File: config.mk
export PLATFORM = sky130hd
export DESIGN_NAME = booth_radix4_seq_multiplier_flat
export DESIGN_NICKNAME = d
export VERILOG_FILES = /design/src/rtl/booth_radix4_seq_multiplier_if.sv /design/src/rtl/booth_radix4_seq_multiplier.sv /design/src/flat_wrapper.sv
export SDC_FILE = /design/constraint.sdc
export NUM_CORES = 1
export LEC_CHECK = 0
export ABC_AREA = 0
export BUFFER_PORTS_ARGS = -buffer_cell sky130_fd_sc_hd__buf_2
export CAP_MARGIN = 5
export CORE_MARGIN = 3
export CORE_UTILIZATION = 28
export DETAILED_ROUTE_END_ITERATION = 12
export PLACE_DENSITY_LB_ADDON = 0.12
export SYNTH_ARGS = -nofsm -noshare
export SYNTH_HDL_FRONTEND = slang
export SYNTH_SLANG_ARGS = --single-unit
File: constraint.sdc
create_clock -name clk -period 8.7 [get_ports clk]
set_input_delay 1.74 -clock clk [delete_from_list [all_inputs] [get_ports clk]]
set_output_delay 1.74 -clock clk [all_outputs]
set_load 0.02 [all_outputs]
File: src/rtl/booth_radix4_seq_multiplier_if.sv
// Handshake/bus bundle for booth_radix4_seq_multiplier.
// Ports (as seen by the multiplier through the slave modport):
//   start       in   request, sampled only while the multiplier is idle or done
//   signed_mode in   1 = two's complement operands, 0 = unsigned
//   X, Y        in   N-bit multiplicand / multiplier, latched with start
//   busy        out  high while a multiplication is in progress
//   done        out  one-cycle pulse, Product valid
//   Product     out  2N-bit result register
interface booth_radix4_seq_multiplier_if #(
    parameter int N = 32
) ();
    logic           start;
    logic           signed_mode;
    logic [N-1:0]   X;
    logic [N-1:0]   Y;
    logic           busy;
    logic           done;
    logic [2*N-1:0] Product;

    modport master (
        output start, signed_mode, X, Y,
        input  busy, done, Product
    );

    modport slave (
        input  start, signed_mode, X, Y,
        output busy, done, Product
    );
endinterface

File: src/rtl/booth_radix4_seq_multiplier.sv
// Sequential radix-4 Booth multiplier, N x N -> 2N, two multiplier bits per clock.
// Ports:
//   clk  in   rising-edge clock
//   rst  in   synchronous active-high reset
//   bus  slave modport of booth_radix4_seq_multiplier_if
//        (start, signed_mode, X, Y in; busy, done, Product out)
// Optional feature macro: BOOTH_ZERO_BYPASS_EN -- when defined, a start with a
// zero operand skips the iterations and reports Product = 0 one cycle later.
//
// state | meaning
// IDLE  | waiting for start
// CALC  | one Booth step per cycle, busy = 1
// DONE  | done = 1 for one cycle; start here launches the next operation
module booth_radix4_seq_multiplier #(
    parameter int N     = 32,
    parameter int CNT_W = $clog2(N/2+2)
) (
    input  logic                                clk,
    input  logic                                rst,
    booth_radix4_seq_multiplier_if.slave        bus
);
    localparam int W = N + 2;       // extended operand width
    localparam int M = N/2 + 1;     // radix-4 steps

    typedef enum logic [1:0] {
        IDLE = 2'd0,
        CALC = 2'd1,
        DONE = 2'd2
    } state_t;

    state_t         r_state;
    state_t         w_state_next;
    logic [W-1:0]   r_x;
    logic [2*W:0]   r_p;            // {acc, multiplier, guard y[-1]}
    logic [CNT_W-1:0] r_cnt;
    logic [2*N-1:0] r_product;

    logic           w_load;
    logic           w_last;
    logic           w_bypass;
    logic           w_busy;
    logic           w_done;
    logic [W-1:0]   w_x_ext;
    logic [W-1:0]   w_y_ext;
    logic [W:0]     w_addend;
    logic [W:0]     w_sum;
    logic [2*W:0]   w_p_next;

    assign w_load  = bus.start && (r_state == IDLE || r_state == DONE);
    assign w_last  = (r_cnt == CNT_W'(M-1));
    assign w_x_ext = bus.signed_mode ? {{2{bus.X[N-1]}}, bus.X} : {2'b00, bus.X};
    assign w_y_ext = bus.signed_mode ? {{2{bus.Y[N-1]}}, bus.Y} : {2'b00, bus.Y};

`ifdef BOOTH_ZERO_BYPASS_EN
    logic w_zero;
    assign w_zero   = (bus.X == '0) || (bus.Y == '0);
    assign w_bypass = w_zero;
`else
    assign w_bypass = 1'b0;
`endif

    // Booth digit from the low triplet; the sum is one bit wider than the
    // accumulator so +/-2X on a large unsigned operand cannot wrap before
    // the shift brings it back into range.
    always_comb begin
        w_addend = '0;
        case (r_p[2:0])
            3'b001, 3'b010: w_addend = {r_x[W-1], r_x};
            3'b011:         w_addend = {r_x, 1'b0};
            3'b100:         w_addend = -{r_x, 1'b0};
            3'b101, 3'b110: w_addend = -{r_x[W-1], r_x};
            default:        w_addend = '0;
        endcase
        w_sum    = {r_p[2*W], r_p[2*W:W+1]} + w_addend;
        w_p_next = {w_sum[W], w_sum, r_p[W:2]};
    end

    always_ff @(posedge clk) begin
        if (rst) begin
            r_state <= IDLE;
        end else begin
            r_state <= w_state_next;
        end
    end

    always_comb begin
        w_state_next = r_state;
        w_busy       = 1'b0;
        w_done       = 1'b0;
        case (r_state)
            IDLE: begin
                if (w_load) begin
                    w_state_next = w_bypass ? DONE : CALC;
                end
            end
            CALC: begin
                w_busy = 1'b1;
                if (w_last) begin
                    w_state_next = DONE;
                end
            end
            DONE: begin
                w_done = 1'b1;
                if (w_load) begin
                    w_state_next = w_bypass ? DONE : CALC;
                end else begin
                    w_state_next = IDLE;
                end
            end
            default: w_state_next = IDLE;
        endcase
    end

    always_ff @(posedge clk) begin
        if (rst) begin
            r_x       <= '0;
            r_p       <= '0;
            r_cnt     <= '0;
            r_product <= '0;
        end else if (w_load) begin
            r_x   <= w_x_ext;
            r_p   <= {{W{1'b0}}, w_y_ext, 1'b0};
            r_cnt <= '0;
            if (w_bypass) begin
                r_product <= '0;
            end
        end else if (r_state == CALC) begin
            r_p   <= w_p_next;
            r_cnt <= r_cnt + CNT_W'(1);
            // After M steps the register has shifted by 2M = W, so the
            // product sits just above the guard bit.
            if (w_last) begin
                r_product <= w_p_next[2*N:1];
            end
        end
    end

    assign bus.busy    = w_busy;
    assign bus.done    = w_done;
    assign bus.Product = r_product;
endmodule
File: src/flat_wrapper.sv
// flat-port wrapper written by rule: the top's interface ports become plain ports
module booth_radix4_seq_multiplier_flat 
#(
    parameter int N     = 32,
    parameter int CNT_W = $clog2(N/2+2)
)
  (clk, rst, bus_start, bus_signed_mode, bus_X, bus_Y, bus_busy, bus_done, bus_Product);
  booth_radix4_seq_multiplier_if #(.N(N)) bus_i ();
  input  logic clk;
  input  logic rst;
  input wire logic [$bits(bus_i.start)-1:0] bus_start;
  input wire logic [$bits(bus_i.signed_mode)-1:0] bus_signed_mode;
  input wire logic [$bits(bus_i.X)-1:0] bus_X;
  input wire logic [$bits(bus_i.Y)-1:0] bus_Y;
  output wire logic [$bits(bus_i.busy)-1:0] bus_busy;
  output wire logic [$bits(bus_i.done)-1:0] bus_done;
  output wire logic [$bits(bus_i.Product)-1:0] bus_Product;
  assign bus_i.start = bus_start;
  assign bus_i.signed_mode = bus_signed_mode;
  assign bus_i.X = bus_X;
  assign bus_i.Y = bus_Y;
  assign bus_busy = bus_i.busy;
  assign bus_done = bus_i.done;
  assign bus_Product = bus_i.Product;
  booth_radix4_seq_multiplier #(.N(N), .CNT_W(CNT_W)) u_core (.clk(clk), .rst(rst), .bus(bus_i));
endmodule
==> results.yml <==
job:
  maxCapViolations: 0
floorplanning:
  core_sq_mm: 0.0340
  die_area_sq_mm: 0.0371
  die_y_um: 193
  ios: 134
  dieWidth_um: 193
  core.rowCount: 67
  start_util_pct: 28.7
critical_path:
  r2r_cells: 21
  r2r_setup_slack_ns: 3.19
  start_kind: "flop"
  crit_family: "simple AND/OR/NAND/NOR gates"
  worstPathMaxFanout: 10
  end_kind: "flop"
  worst-path-buf-inv: 2
  crit_required_ns: 9.09
  cp_slowest_stage_delay_ns: 0.59
  arrival_ns: 5.90
  worstPathCellList: "inv_1 > ha_1 > or4b_1 > nor4_4 > nand2_2 > or3_1 > nand2_1 > xnor2_1 > a22oi_1 > nor2_1 > a311o_1 > ha_1 > and3_1 > nand4_1 > nor2_1 > inv_1 > o2111ai_1 > a31oi_1 > o21ba_2 > or4_1 > nand3_1"
  regToRegStartpoint: "u_core.r_x[0]$_SDFFE_PP0P_"
  cpMaxStageDelayCell: "or4b_1"
  path_class: "flop to flop"
  r2r-end: "u_core.bus.Product[59]$_SDFFE_PP0P_"
sta:
  fin_crit_sh_pct: 63.4
  skew_ns: 0.0127
  setup_viol: 0
  setup_ws_ns: 3.19
  maxSlewViolCount: 0
  grt_setup_unrepaired: "no"
  hold_viol: 0
  relSlewSlack_pct: 35.2
  max_freq_mhz: 181
  holdWs_ns: 0.454
  setup_tns_ns: 0
  finalCriticalPeriod_ns: 5.51
  worst_pin_slew_ns: 0.970
worst_hold_path:
  min_from: "u_core.bus.Product[54]$_SDFFE_PP0P_"
  hold_path_depth: 2
  hold_path_end: "u_core.bus.Product[54]$_SDFFE_PP0P_"
  holdCritPathClass: "flop to flop"
clock_network:
  ctsResizeCount: 0
  cts_made_buffers: 17
  clock-sinks: 172
  h-tree-depth: 4
  clk_pin_slew_ns: 0.07
  hold_buffers: 0
  cts_tree: "built"
  clkLatencyLatePin_ns: 0.45
  cts_buffer_depth: 2
  post-cts-setup-buffers: 0
  cts_root_buffer: "clkbuf_16"
power_and_ir_drop:
  leakage_nw: 4.44
  p_sw_uw: 603
  ir_drop_uv: 126
  power_switching_share_pct: 30.8
  power_mw: 1.96
  p_int_mw: 1.35
  pwr-share-clk_pct: 40.6
  pwr-share-comb_pct: 16.3
  pwr-share-seq_pct: 43.1
  power.density_mw_per_mm2: 173
synthesis:
  synthDistinctLibCells: 67
  yosysSeqAreaShare_pct: 35.3
  ys_async_sr_fraction_pct: 0
  ys_ff_latch: 172
  syn_inst: 1320
  yosys_warnings: 0
  synth_edf_count: 0
  syn_area_sq_mm: 0.00976
  syn_area_per_cell_sq_um: 7.39
  ys.flop_type: "dfxtp_1"
  synth_fp_nets: 1426
drt:
  routed.top_layer: "met5"
  ant_nets: 0
  vias: 9513
  met2_length_mm: 14.7
  first_pass_iters: 5
  routed_wl_mm: 32.8
  first_iter_violations: 584
  via_per_inst: 5.16
  met1_length_mm: 15.5
  wl_met3_mm: 1.72
  post_drt_wl_per_cell_um: 17.8
  drc: 0
grt:
  antenna_found_initial: 5
  first_global_vias: 9126
  grt_pass1_wl_mm: 51.4
  grt_usage_pct: 17.7
  grt.overflow.total: 0
  grt_max_degree: 80
placed_design:
  hpwlAfterDp_mm: 22.3
  dp_slack_ns: 3.19
  placed_area_sq_mm: 0.0107
  io_buffers: 133
  place_inst: 1811
  place_congestion: 0.824
cells_and_area:
  area_delta_synth_final_pct: 15.8
  antenna_cells: 0
  fill_cells: 3732
  utilization_pct: 33.3
  fin_nets: 1488
  drive_gt1_share_pct: 14.2
  final_area_sq_mm: 0.0113
  final_cells: 1842
outcome:
  outcome: "completed"
==> worst register-to-register path, cell delays in order, from the launching register on <==
cell and delay (ns):
dfxtp_1 0.34, inv_1 0.09, ha_1 0.24, or4b_1 0.59, nor4_4 0.50, nand2_2 0.17, or3_1 0.40, nand2_1 0.10
xnor2_1 0.08, a22oi_1 0.19, nor2_1 0.06, a311o_1 0.37, ha_1 0.38, and3_1 0.25, nand4_1 0.11, nor2_1 0.11
inv_1 0.06, o2111ai_1 0.47, a31oi_1 0.22, o21ba_2 0.26, or4_1 0.40, nand3_1 0.08
==> power groups by stage <==
stage | logic [mW] | clock network [mW] | registers, mW
2_1_floorplan | 0.235 | 0 | 0.844
3_5_place_dp | 0.322 | 0 | 0.861
6_report | 0.319 | 0.795 | 0.843
3_3_place_gp | 0.322 | 0 | 0.861
5_1_grt | 0.355 | 0.858 | 0.848
4_1_cts | 0.323 | 0.825 | 0.843
==> worst max path at each step <==
stage | cells after the start | from | end | slack (ns)
floorplan | 21 | u_core.r_x[2]$_SDFFE_PP0P_ | u_core.r_p[67]$_SDFFE_PP0P_ | 3.88
global placement | 16 | u_core.r_p[0]$_SDFFE_PP0P_ | u_core.r_p[60]$_SDFFE_PP0P_ | 3.19
detailed placement | 16 | u_core.r_p[0]$_SDFFE_PP0P_ | u_core.bus.Product[59]$_SDFFE_PP0P_ | 3.19
CTS | 16 | u_core.r_p[0]$_SDFFE_PP0P_ | u_core.bus.Product[59]$_SDFFE_PP0P_ | 3.21
global route | 16 | u_core.r_p[0]$_SDFFE_PP0P_ | u_core.r_p[66]$_SDFFE_PP0P_ | 2.82
finish | 21 | u_core.r_x[0]$_SDFFE_PP0P_ | u_core.bus.Product[59]$_SDFFE_PP0P_ | 3.19
==> synthesized netlist by cell type, drive strengths merged, types with 14 or more instances <==
| master | number | area share (%) |
|---|---|---|
| o21ai | 83 | 4.3 |
| xor2 | 14 | 1.3 |
| nor3 | 14 | 0.77 |
| nor2 | 64 | 2.5 |
| xnor2 | 48 | 4.3 |
| nand2 | 303 | 12 |
| dfxtp | 172 | 35 |
| nand3 | 31 | 1.6 |
| or3 | 14 | 1.2 |
| a21o | 18 | 1.4 |
| buf | 17 | 0.78 |
| clkbuf | 89 | 3.5 |
| inv | 20 | 0.77 |
| ha | 37 | 4.7 |
| a21oi | 183 | 9.4 |
| a22oi | 65 | 5.0 |
==> sequential cells by signal, summed over array words and instances (netlist names) <==
register,count
u_core.bus.Product,64
u_core.r_state,2
u_core.r_p,68
u_core.r_x,33
u_core.r_cnt,5
==> final cells by class <==
class / count / area [sq um] / share of cell area [%]
multi-input cells: 1021 / 5840 / 51.7
flip-flops and latches: 172 / 3440 / 30.5
repair buffers: 149 / 788 / 6.97
well taps: 448 / 561 / 4.96
clock buffers: 18 / 429 / 3.80
clock inverters: 13 / 159 / 1.41
inverters: 21 / 78.8 / 0.697
==> placed cells by master (no fill, tap or decap), types with 5 or more instances in the layout <==
cell type / instances
a211oi_1: 6
a21o_1: 18
a21oi_1: 183
a22oi_1: 65
a31oi_1: 8
and3_1: 8
buf_2: 132
buf_4: 17
clkbuf_16: 17
dfxtp_1: 172
ha_1: 37
inv_1: 19
nand2_1: 302
nand2b_1: 7
nand3_1: 31
nand3b_1: 10
nand4_1: 11
nand4b_1: 5
nor2_1: 61
nor2b_1: 6
nor3_1: 13
o21ai_0: 82
o22ai_1: 5
o31ai_1: 7
or3_1: 9
or3_4: 5
or4_1: 9
xnor2_1: 48
xor2_1: 14
==> kinds of logic (layout without fill, tap and decap cells) <==
logic type               Yosys count  after routing  synth area share [%]
flip-flops                       172            172                  35.3
XOR/XNOR                          62             62                  5.56
AND/OR/NAND/NOR                  501            501                  23.2
adder cells (fa/ha/maj)           38             38                  4.95
multiplexers                       1              1                 0.103
buffers and inverters            127            201                  5.05
AO/OA/AOI/OAI                    419            419                  25.9
==> metal layers <==
metal,GRT usage [%],vias to the layer above
met5,0,-
met4,5.58,8
met3,4.63,34
met2,27.7,180
met1,23.7,4531
li1,-,4760
(Power assumes the default switching activity.)
